`config.mk`:
```
export PLATFORM = sky130hd
export DESIGN_NAME = f_mul_pipe_flat
export DESIGN_NICKNAME = d
export VERILOG_FILES = /design/src/rtl/f_mul_pipe_if.sv /design/src/rtl/f_mul_pipe.sv /design/src/flat_wrapper.sv
export SDC_FILE = /design/constraint.sdc
export NUM_CORES = 2
export LEC_CHECK = 0
export CAP_MARGIN = 20
export CORE_MARGIN = 1.5
export CORE_UTILIZATION = 35
export CTS_CLUSTER_DIAMETER = 40
export DETAILED_ROUTE_END_ITERATION = 8
export GPL_TIMING_DRIVEN = 0
export PLACE_DENSITY_LB_ADDON = 0.15
export SYNTH_ARGS = -nofsm -noshare
export SYNTH_HDL_FRONTEND = slang
export SYNTH_SLANG_ARGS = --single-unit
export TNS_END_PERCENT = 50
```
`constraint.sdc`:
```
create_clock -name clk -period 13.3 [get_ports clk]
set_input_delay 1.995 -clock clk [delete_from_list [all_inputs] [get_ports clk]]
set_output_delay 1.995 -clock clk [all_outputs]
set_load 0.005 [all_outputs]
```
`src/rtl/f_mul_pipe_if.sv`:
```
// Operand/result bundle for f_mul_pipe: issue side (valid_i, operands, mode, running) and
// result side (valid_o, out0, flags_o).
interface f_mul_pipe_if #(
  parameter int unsigned DATA_W = 32
);
  logic              running;
  logic              valid_i;
  logic              rnd_mode;
  logic [DATA_W-1:0] in0;
  logic [DATA_W-1:0] in1;
  logic              valid_o;
  logic [DATA_W-1:0] out0;
  logic [3:0]        flags_o;

  modport master (
    output running, valid_i, rnd_mode, in0, in1,
    input  valid_o, out0, flags_o
  );

  modport slave (
    input  running, valid_i, rnd_mode, in0, in1,
    output valid_o, out0, flags_o
  );
endinterface

```
`src/rtl/f_mul_pipe.sv`:
```
// Four-stage pipelined floating-point multiplier with generic exponent/fraction widths,
// RNE/RTZ rounding selected per operation, flush-to-zero inputs and exception flags.
module f_mul_pipe #(
  parameter int unsigned EXP_W  = 8,
  parameter int unsigned MANT_W = 23
) (
  input  logic        clk,
  input  logic        rst,
  f_mul_pipe_if.slave bus
);
  localparam int unsigned DATA_W = 1 + EXP_W + MANT_W;
  localparam int unsigned BIAS   = 2 ** (EXP_W - 1) - 1;
  localparam int unsigned EW     = EXP_W + 2;
  localparam int unsigned SW     = MANT_W + 1;
  localparam int unsigned PW     = 2 * MANT_W + 2;
  localparam int unsigned EMAX   = 2 ** EXP_W - 1;

  localparam logic [DATA_W-1:0] QNAN = {1'b0, {EXP_W{1'b1}}, 1'b1, {(MANT_W - 1){1'b0}}};

  // Control and special-case result travel alongside the arithmetic of each operation.
  typedef struct packed {
    logic              valid;
    logic              rtz;
    logic              sign;
    logic              spec;
    logic              inv;
    logic [DATA_W-1:0] spec_res;
    logic [EW-1:0]     esum;
  } ctrl_t;

  ctrl_t             s1_ctrl_d, s1_ctrl_q, s2_ctrl_d, s2_ctrl_q, s3_ctrl_d, s3_ctrl_q;
  logic [SW-1:0]     s1_siga_d, s1_siga_q, s1_sigb_d, s1_sigb_q;
  logic [PW-1:0]     s2_prod_d, s2_prod_q;
  logic [MANT_W-1:0] s3_frac_d, s3_frac_q;
  logic              s3_guard_d, s3_guard_q, s3_sticky_d, s3_sticky_q;
  logic              valid_d, valid_q;
  logic [DATA_W-1:0] out0_d, out0_q;
  logic [3:0]        flags_d, flags_q;

  logic              sa, sb, za, zb, ia, ib, na, nb;
  logic [EXP_W-1:0]  ea, eb;
  logic [MANT_W-1:0] fa, fb;
  logic [PW-2:0]     norm;
  logic              inc, ovf, unf;
  logic [SW-1:0]     mant;
  logic [EW-1:0]     esum_f;

  // S1: unpack and classify; subnormals count as zero.
  always_comb begin
    {sa, ea, fa} = bus.in0;
    {sb, eb, fb} = bus.in1;
    za = (ea == '0);
    zb = (eb == '0);
    ia = (&ea) && (fa == '0);
    ib = (&eb) && (fb == '0);
    na = (&ea) && (fa != '0);
    nb = (&eb) && (fb != '0);

    s1_ctrl_d.valid    = bus.valid_i;
    s1_ctrl_d.rtz      = bus.rnd_mode;
    s1_ctrl_d.sign     = sa ^ sb;
    s1_ctrl_d.esum     = {2'b00, ea} + {2'b00, eb} - EW'(BIAS);
    s1_ctrl_d.spec     = 1'b1;
    s1_ctrl_d.inv      = 1'b0;
    s1_ctrl_d.spec_res = QNAN;
    s1_siga_d          = {1'b1, fa};
    s1_sigb_d          = {1'b1, fb};

    if (na || nb) begin
      s1_ctrl_d.spec_res = QNAN;
    end else if ((ia && zb) || (ib && za)) begin
      s1_ctrl_d.inv = 1'b1;
    end else if (ia || ib) begin
      s1_ctrl_d.spec_res = {s1_ctrl_d.sign, {EXP_W{1'b1}}, {MANT_W{1'b0}}};
    end else if (za || zb) begin
      s1_ctrl_d.spec_res = {s1_ctrl_d.sign, {(DATA_W - 1){1'b0}}};
    end else begin
      s1_ctrl_d.spec = 1'b0;
    end
  end

  // S2: full significand product.
  always_comb begin
    s2_ctrl_d = s1_ctrl_q;
    s2_prod_d = PW'(s1_siga_q) * PW'(s1_sigb_q);
  end

  // S3: align the leading one to the top of norm, then split off guard and sticky.
  always_comb begin
    s3_ctrl_d      = s2_ctrl_q;
    norm           = s2_prod_q[PW-1] ? s2_prod_q[PW-2:0] : {s2_prod_q[PW-3:0], 1'b0};
    s3_ctrl_d.esum = s2_ctrl_q.esum + EW'(s2_prod_q[PW-1]);
    s3_frac_d      = norm[PW-2 -: MANT_W];
    s3_guard_d     = norm[MANT_W];
    s3_sticky_d    = |norm[MANT_W-1:0];
  end

  // S4: round, range check, pack.
  always_comb begin
    inc     = !s3_ctrl_q.rtz && s3_guard_q && (s3_sticky_q || s3_frac_q[0]);
    mant    = {1'b0, s3_frac_q} + SW'(inc);
    esum_f  = s3_ctrl_q.esum + EW'(mant[MANT_W]);
    ovf     = !esum_f[EW-1] && (esum_f >= EW'(EMAX));
    unf     = esum_f[EW-1] || (esum_f == '0);
    valid_d = s3_ctrl_q.valid;
    if (s3_ctrl_q.spec) begin
      out0_d  = s3_ctrl_q.spec_res;
      flags_d = {s3_ctrl_q.inv, 3'b000};
    end else if (ovf) begin
      out0_d  = s3_ctrl_q.rtz ? {s3_ctrl_q.sign, {(EXP_W - 1){1'b1}}, 1'b0, {MANT_W{1'b1}}}
                              : {s3_ctrl_q.sign, {EXP_W{1'b1}}, {MANT_W{1'b0}}};
      flags_d = 4'b0101;
    end else if (unf) begin
      out0_d  = {s3_ctrl_q.sign, {(DATA_W - 1){1'b0}}};
      flags_d = 4'b0011;
    end else begin
      out0_d  = {s3_ctrl_q.sign, esum_f[EXP_W-1:0], mant[MANT_W-1:0]};
      flags_d = {3'b000, s3_guard_q | s3_sticky_q};
    end
  end

  always_ff @(posedge clk) begin
    if (!rst) begin
      s1_ctrl_q   <= '0;
      s1_siga_q   <= '0;
      s1_sigb_q   <= '0;
      s2_ctrl_q   <= '0;
      s2_prod_q   <= '0;
      s3_ctrl_q   <= '0;
      s3_frac_q   <= '0;
      s3_guard_q  <= 1'b0;
      s3_sticky_q <= 1'b0;
      valid_q     <= 1'b0;
      out0_q      <= '0;
      flags_q     <= '0;
    end else if (bus.running) begin
      s1_ctrl_q   <= s1_ctrl_d;
      s1_siga_q   <= s1_siga_d;
      s1_sigb_q   <= s1_sigb_d;
      s2_ctrl_q   <= s2_ctrl_d;
      s2_prod_q   <= s2_prod_d;
      s3_ctrl_q   <= s3_ctrl_d;
      s3_frac_q   <= s3_frac_d;
      s3_guard_q  <= s3_guard_d;
      s3_sticky_q <= s3_sticky_d;
      valid_q     <= valid_d;
      out0_q      <= out0_d;
      flags_q     <= flags_d;
    end
  end

  assign bus.valid_o = valid_q;
  assign bus.out0    = out0_q;
  assign bus.flags_o = flags_q;
endmodule

```
`src/flat_wrapper.sv`:
```
// flat-port wrapper written by rule: the top's interface ports become plain ports
module f_mul_pipe_flat 
#(
  parameter int unsigned EXP_W  = 8,
  parameter int unsigned MANT_W = 23
)
  (clk, rst, bus_running, bus_valid_i, bus_rnd_mode, bus_in0, bus_in1, bus_valid_o, bus_out0, bus_flags_o);
  f_mul_pipe_if #(.DATA_W(32)) bus_i ();
  input  logic clk;
  input  logic rst;
  input wire logic [$bits(bus_i.running)-1:0] bus_running;
  input wire logic [$bits(bus_i.valid_i)-1:0] bus_valid_i;
  input wire logic [$bits(bus_i.rnd_mode)-1:0] bus_rnd_mode;
  input wire logic [$bits(bus_i.in0)-1:0] bus_in0;
  input wire logic [$bits(bus_i.in1)-1:0] bus_in1;
  output wire logic [$bits(bus_i.valid_o)-1:0] bus_valid_o;
  output wire logic [$bits(bus_i.out0)-1:0] bus_out0;
  output wire logic [$bits(bus_i.flags_o)-1:0] bus_flags_o;
  assign bus_i.running = bus_running;
  assign bus_i.valid_i = bus_valid_i;
  assign bus_i.rnd_mode = bus_rnd_mode;
  assign bus_i.in0 = bus_in0;
  assign bus_i.in1 = bus_in1;
  assign bus_valid_o = bus_i.valid_o;
  assign bus_out0 = bus_i.out0;
  assign bus_flags_o = bus_i.flags_o;
  f_mul_pipe #(.EXP_W(EXP_W), .MANT_W(MANT_W)) u_core (.clk(clk), .rst(rst), .bus(bus_i));
endmodule
```
Yosys cells after proc, flatten, opt, wreduce, memory -nomap -nowiden
Index checks and enable logic that the tools add are counted.
{"block": "classes", "addsub": 5, "reduce_logical": 27, "shifts": 0, "n_eq_ne": 0, "n_bitwise": 2, "magnitude_cmp": 1, "muxes": 17, "div_mod_pow": 0, "multipliers": 1}
{"op": "$mux W32", "n": 5}
{"op": "$mux W31", "n": 2}
{"op": "$mul A24 B24 Y48", "n": 1}
{"op": "$mux W47", "n": 1}
{"op": "$logic_not A23 Y1", "n": 2}
{"op": "$reduce_bool A23 Y1", "n": 2}
{"op": "$add A23 B1 Y24", "n": 1}
{"op": "$mux W24", "n": 1}
{"op": "$reduce_or A23 Y1", "n": 1}
{"op": "$add A10 B1 Y10", "n": 2}
{"op": "$logic_not A8 Y1", "n": 2}
{"op": "$reduce_and A8 Y1", "n": 2}
{"op": "$ge A10 B8 Y1 const B", "n": 1}
{"op": "$logic_not A10 Y1", "n": 1}
{"op": "$sub A10 B7 Y10 const B", "n": 1}
{"op": "$add A8 B8 Y9", "n": 1}
{"op": "$logic_and A1 B1 Y1", "n": 9}
{"op": "$mux W4", "n": 2}
{"op": "$logic_or A1 B1 Y1", "n": 6}
{"op": "$mux W1", "n": 4}
{"op": "$mux W2", "n": 2}
{"op": "$logic_not A1 Y1", "n": 2}
{"op": "$or A1 B1 Y1", "n": 1}
{"op": "$xor A1 B1 Y1", "n": 1}
{"block": "word_totals", "romBits": 0, "regBits": 299, "out_inout_bits": 37, "latchBits": 0, "input_bits": 69, "ramBits": 0, "word_cells": 83, "memories": 0}

Logic depth before layout (Yosys ltp)
{"block": "depth", "depth_word": 10, "ltp_mapped": 26}

Worst setup path before layout
No wires, ideal clock.
{"block": "synth_timing", "path_kind": "flip-flop to flip-flop", "from": "register u_core.s1_sigb_q[3]", "to": "register u_core.s2_prod_q[45]", "setup_slack_ns": 6.648, "setup_time_ns": 0.120, "stages_incl_launch_ff": 26, "required_time_ns": 13.180, "arrival_time_ns": 6.532, "cell_sequence": "dfxtp_1 clkbuf_1 nand2_1 fa_1 inv_1 fa_1 inv_1 fa_1 inv_1 fa_1 inv_1 fa_1 inv_1 fa_1 inv_1 fa_1 inv_1 ha_1 nand2_2 o21ai_1 a21oi_1 o211a_1 or4_4 and2_4 and4_4 o31a_1"}
{"block": "synth_via", "elab_chain_len": 1}
{"item": "start: declaration", "line_no": "f_mul_pipe.sv:32", "source": "logic [SW-1:0] s1_siga_d, s1_siga_q, s1_sigb_d, s1_sigb_q;"}
{"item": "start signal: assignment", "line_no": "f_mul_pipe.sv:139", "source": "s1_sigb_q <= s1_sigb_d;"}
{"item": "$mul A24 B24 Y48", "line_no": "f_mul_pipe.sv:85", "source": "s2_prod_d = PW'(s1_siga_q) * PW'(s1_sigb_q);"}
{"item": "end signal: assignment", "line_no": "f_mul_pipe.sv:141", "source": "s2_prod_q <= s2_prod_d;"}
{"item": "end: declaration", "line_no": "f_mul_pipe.sv:33", "source": "logic [PW-1:0] s2_prod_d, s2_prod_q;"}
No other way between the ends.
A chain may end at the register's enable or synchronous reset.

Worst setup path in the final report
{"block": "layout_timing", "from": "register u_core.s1_sigb_q[7]", "to": "register u_core.s2_prod_q[44]"}
Same word-level chain as after synthesis.

==> results.json <==
{
  "path_max_fanout": 10,
  "clkSinkCount": 211,
  "finalWeightedCongestion": 0.967,
  "async_flop_share": 0,
  "most_frequent_cell_after_synthesis": "sky130_fd_sc_hd__inv_1",
  "synth_seq_area_share": 0.148,
  "timing.max_cap.violations": 0,
  "synth_nets": 3894,
  "grt_start_max_net_pins": 13,
  "max_clock_freq_ghz": 0.118,
  "post_synth_main_area_contributors": "sky130_fd_sc_hd__fa_1 (34%), sky130_fd_sc_hd__dfxtp_1 (15%), sky130_fd_sc_hd__ha_1 (8.3%)",
  "postSynthAreaPerCell_um2": 9.03,
  "portBuffers": 104,
  "hp-class": "register to register",
  "cts_post_setup_buffers_inserted": 0,
  "synthFlopType": "sky130_fd_sc_hd__dfxtp_1",
  "drt.antenna.violating_nets": 0,
  "maxSlewViolCount": 0,
  "post_synthesis_cell_area_um2": 28500,
  "fin_nets": 4045,
  "total_via_count_in_the_routed_design": 21966,
  "area_share_of_the_largest_cell_type_after_synthesis": 0.339,
  "clockBufferDepth": 3,
  "postSynthRegisterBits": 211,
  "fin_tns_setup_ns": 0,
  "area.growth.synth_to_final_pct": 14.0,
  "worstSetupEndpointType": "register",
  "antenna_violations_before_repair": 5,
  "synth.largest_area_cell": "sky130_fd_sc_hd__fa_1",
  "critical_path_required_ns": 13.77,
  "synth_enable_flop_cells": 0,
  "synthCells": 3153,
  "initial_core_util": 0.354,
  "max-vdd-ir-drop_uv": 90.3,
  "worst_max_slew_pin_slew_ns": 1.21,
  "insertion_delay_ns": 0.60,
  "grt.total_usage": 0.251,
  "drt_iter0_drc": 1607,
  "dpl_cell_area_um2": 30900,
  "floorplan.io_pins": 106,
  "period_share": 0.639,
  "post_cts_resized": 0,
  "switchingPower_mw": 1.15,
  "stdcell_area_um2": 32500,
  "place_hpwl_um": 82000,
  "pwr-share-clk": 0.394,
  "grt_pass1_wl_um": 153000,
  "grt_remaining_overflow": 0,
  "grt_setup_unrepaired": "false",
  "status": "complete, no violations",
  "clock_tree_skew_after_final_layout_ns": 0.0479,
  "cellPowerDensity_nw_per_um2": 92.9,
  "worst_slew_margin": 0.194,
  "postCtsHoldBufs": 0,
  "p_leak_nw": 15.1,
  "setup_viol": 0,
  "internal_power_mw": 1.87,
  "start_kind": "register",
  "tritoncts.num_buffers": 42,
  "p_comb_frac": 0.352,
  "die-area_um2": 83100,
  "arrival_ns": 8.97,
  "die_w_um": 288,
  "route.detailed.vias_per_inst": 4.99,
  "worst-setup-path-type": "register to register",
  "layout.filler_cells": 8248,
  "drc_errors": 0,
  "clockRootBuffer": "sky130_fd_sc_hd__clkbuf_16",
  "path_clk_slew_ns": 0.05,
  "drt_pre_antenna_iters": 5,
  "chipHeight_um": 288,
  "min_period_ns": 8.49,
  "ctsHtreeMaxLevel": 2,
  "avgRoutedWirePerCell_um": 23.0,
  "final_core_util": 0.403,
  "ys_warn_count": 0,
  "share_of_power_burned_in_registers": 0.254,
  "ys_types": 79,
  "tritoncts": "built",
  "via_count_of_the_first_global_routing_pass": 23444,
  "finalHoldViolations": 0,
  "yosys-top-cells-count": "sky130_fd_sc_hd__inv_1 (563), sky130_fd_sc_hd__fa_1 (483), sky130_fd_sc_hd__nand2_1 (400), sky130_fd_sc_hd__and2_1 (306), sky130_fd_sc_hd__dfxtp_1 (211)",
  "postRouteWirelength_um": 101000,
  "drive_gt1_frac": 0.0368,
  "placeableCoreArea_um2": 80500,
  "std_cell_rows": 104,
  "power.share.switching": 0.380
}
==> placed cells by master, fill, tap and decap left out, types with 42 or more instances in the layout <==
master                            netlist  final
sky130_fd_sc_hd__a21oi_1               58     58
sky130_fd_sc_hd__and2_1               306    306
sky130_fd_sc_hd__clkbuf_1             146    146
sky130_fd_sc_hd__clkbuf_16              0     42
sky130_fd_sc_hd__clkdlybuf4s50_1        0    104
sky130_fd_sc_hd__dfxtp_1              211    211
sky130_fd_sc_hd__fa_1                 483    483
sky130_fd_sc_hd__ha_1                 189    189
sky130_fd_sc_hd__inv_1                563    563
sky130_fd_sc_hd__mux2i_1              126    126
sky130_fd_sc_hd__nand2_1              400    400
sky130_fd_sc_hd__nor2_1                61     61
sky130_fd_sc_hd__nor2b_1              105    105
sky130_fd_sc_hd__o21ai_0               70     70
sky130_fd_sc_hd__xnor2_1               45     45
==> area by class of cell <==
class / count / area, um^2 / area share
Multi-Input combinational cell: 2209 / 21500 / 0.661
Clock inverter: 31 / 455 / 0.0140
Tap cell: 1060 / 1330 / 0.0409
Clock buffer: 47 / 1120 / 0.0345
Sequential cell: 211 / 4220 / 0.130
Timing Repair Buffer: 107 / 1070 / 0.0331
Antenna cell: 1 / 2.50 / 0.0000771
Inverter: 564 / 2120 / 0.0652
Buffer: 169 / 673 / 0.0207
==> state kept, by name, indices dropped and copies added, names as in the netlist <==
| register | count |
|---|---|
| u_core.bus.valid_o | 1 |
| u_core.valid_d | 1 |
| u_core.bus.flags_o | 4 |
| u_core.s1_ctrl_q | 18 |
| u_core.s3_sticky_q | 1 |
| u_core.s1_siga_q | 23 |
| u_core.s2_ctrl_q | 18 |
| u_core.s2_prod_q | 48 |
| u_core.s1_sigb_q | 24 |
| u_core.s3_ctrl_q | 17 |
| u_core.s3_guard_q | 1 |
| u_core.s3_frac_q | 23 |
| u_core.bus.out0 | 32 |
==> per-layer routing <==
layer	GRT usage	routed length (um)	vias up
met5	0	0	-
li1	-	-	10104
met4	0.0923	3940	0
met2	0.399	45300	746
met1	0.340	44400	10951
met3	0.0471	7420	165
==> power groups by stage <==
stage / logic, mW / registers, mW / clock network (mW)
CTS: 1.06 / 0.763 / 1.21
global route: 1.18 / 0.770 / 1.24
detailed placement: 1.04 / 0.775 / 0
floorplan: 0.682 / 0.735 / 0
finish: 1.06 / 0.766 / 1.19
global placement: 1.05 / 0.776 / 0
==> kinds of logic (layout without fill, tap and decap cells) <==
family	count (synthesis)	count (layout)	synth area share
AO/OA/AOI/OAI	319	319	0.0810
multiplexers	126	126	0.0443
flip-flops	211	211	0.148
XOR/XNOR	81	81	0.0249
other	0	1	0
buffers and inverters	733	918	0.0980
AND/OR/NAND/NOR	1011	1011	0.181
adder cells (fa/ha/maj)	672	672	0.423
==> path summary, 6_finish.rpt <==
| check | slack (ns) | endpoint | start | depth (start not counted) |
|---|---|---|---|---|
| max | 4.81 | u_core.s2_prod_q[44] | u_core.s1_sigb_q[7] | 24 |
| min | 0.47 | u_core.s1_ctrl_q[8] | u_core.s1_ctrl_q[8] | 2 |
| max reg2reg | 4.81 | u_core.s2_prod_q[44] | u_core.s1_sigb_q[7] | 24 |
| min reg2reg | 0.47 | u_core.s1_ctrl_q[8] | u_core.s1_ctrl_q[8] | 2 |
==> worst max-delay path: stages (launching register included) <==
cell                        delay (ns)
sky130_fd_sc_hd__dfxtp_1          0.82
sky130_fd_sc_hd__clkbuf_1         0.76
sky130_fd_sc_hd__and2_1           0.26
sky130_fd_sc_hd__fa_1             0.45
sky130_fd_sc_hd__fa_1             0.53
sky130_fd_sc_hd__inv_1            0.05
sky130_fd_sc_hd__fa_1             0.47
sky130_fd_sc_hd__inv_1            0.05
sky130_fd_sc_hd__fa_1             0.50
sky130_fd_sc_hd__inv_1            0.06
sky130_fd_sc_hd__fa_1             0.54
sky130_fd_sc_hd__inv_1            0.05
sky130_fd_sc_hd__fa_1             0.48
sky130_fd_sc_hd__inv_1            0.06
sky130_fd_sc_hd__fa_1             0.53
sky130_fd_sc_hd__inv_1            0.06
sky130_fd_sc_hd__ha_1             0.40
sky130_fd_sc_hd__nand2_2          0.14
sky130_fd_sc_hd__nor3_1           0.24
sky130_fd_sc_hd__o2111ai_1        0.28
sky130_fd_sc_hd__a211oi_2         0.59
sky130_fd_sc_hd__o21ai_1          0.21
sky130_fd_sc_hd__a221oi_1         0.38
sky130_fd_sc_hd__o21ai_0          0.17
sky130_fd_sc_hd__a32o_1           0.28
==> per-stage QoR <==
step	setup WS, ns	total power, mW	hold slack [ns]	std cells
after detailed placement	4.95	1.82	0.450	4319
after CTS	4.90	3.03	0.462	4397
after floorplan	6.65	1.42	0.425	3153
after global routing	4.49	3.19	0.492	4398
after global placement	4.94	1.83	0.438	4317
final	4.81	3.02	0.468	4399
Power figures use the tool's default switching activity.
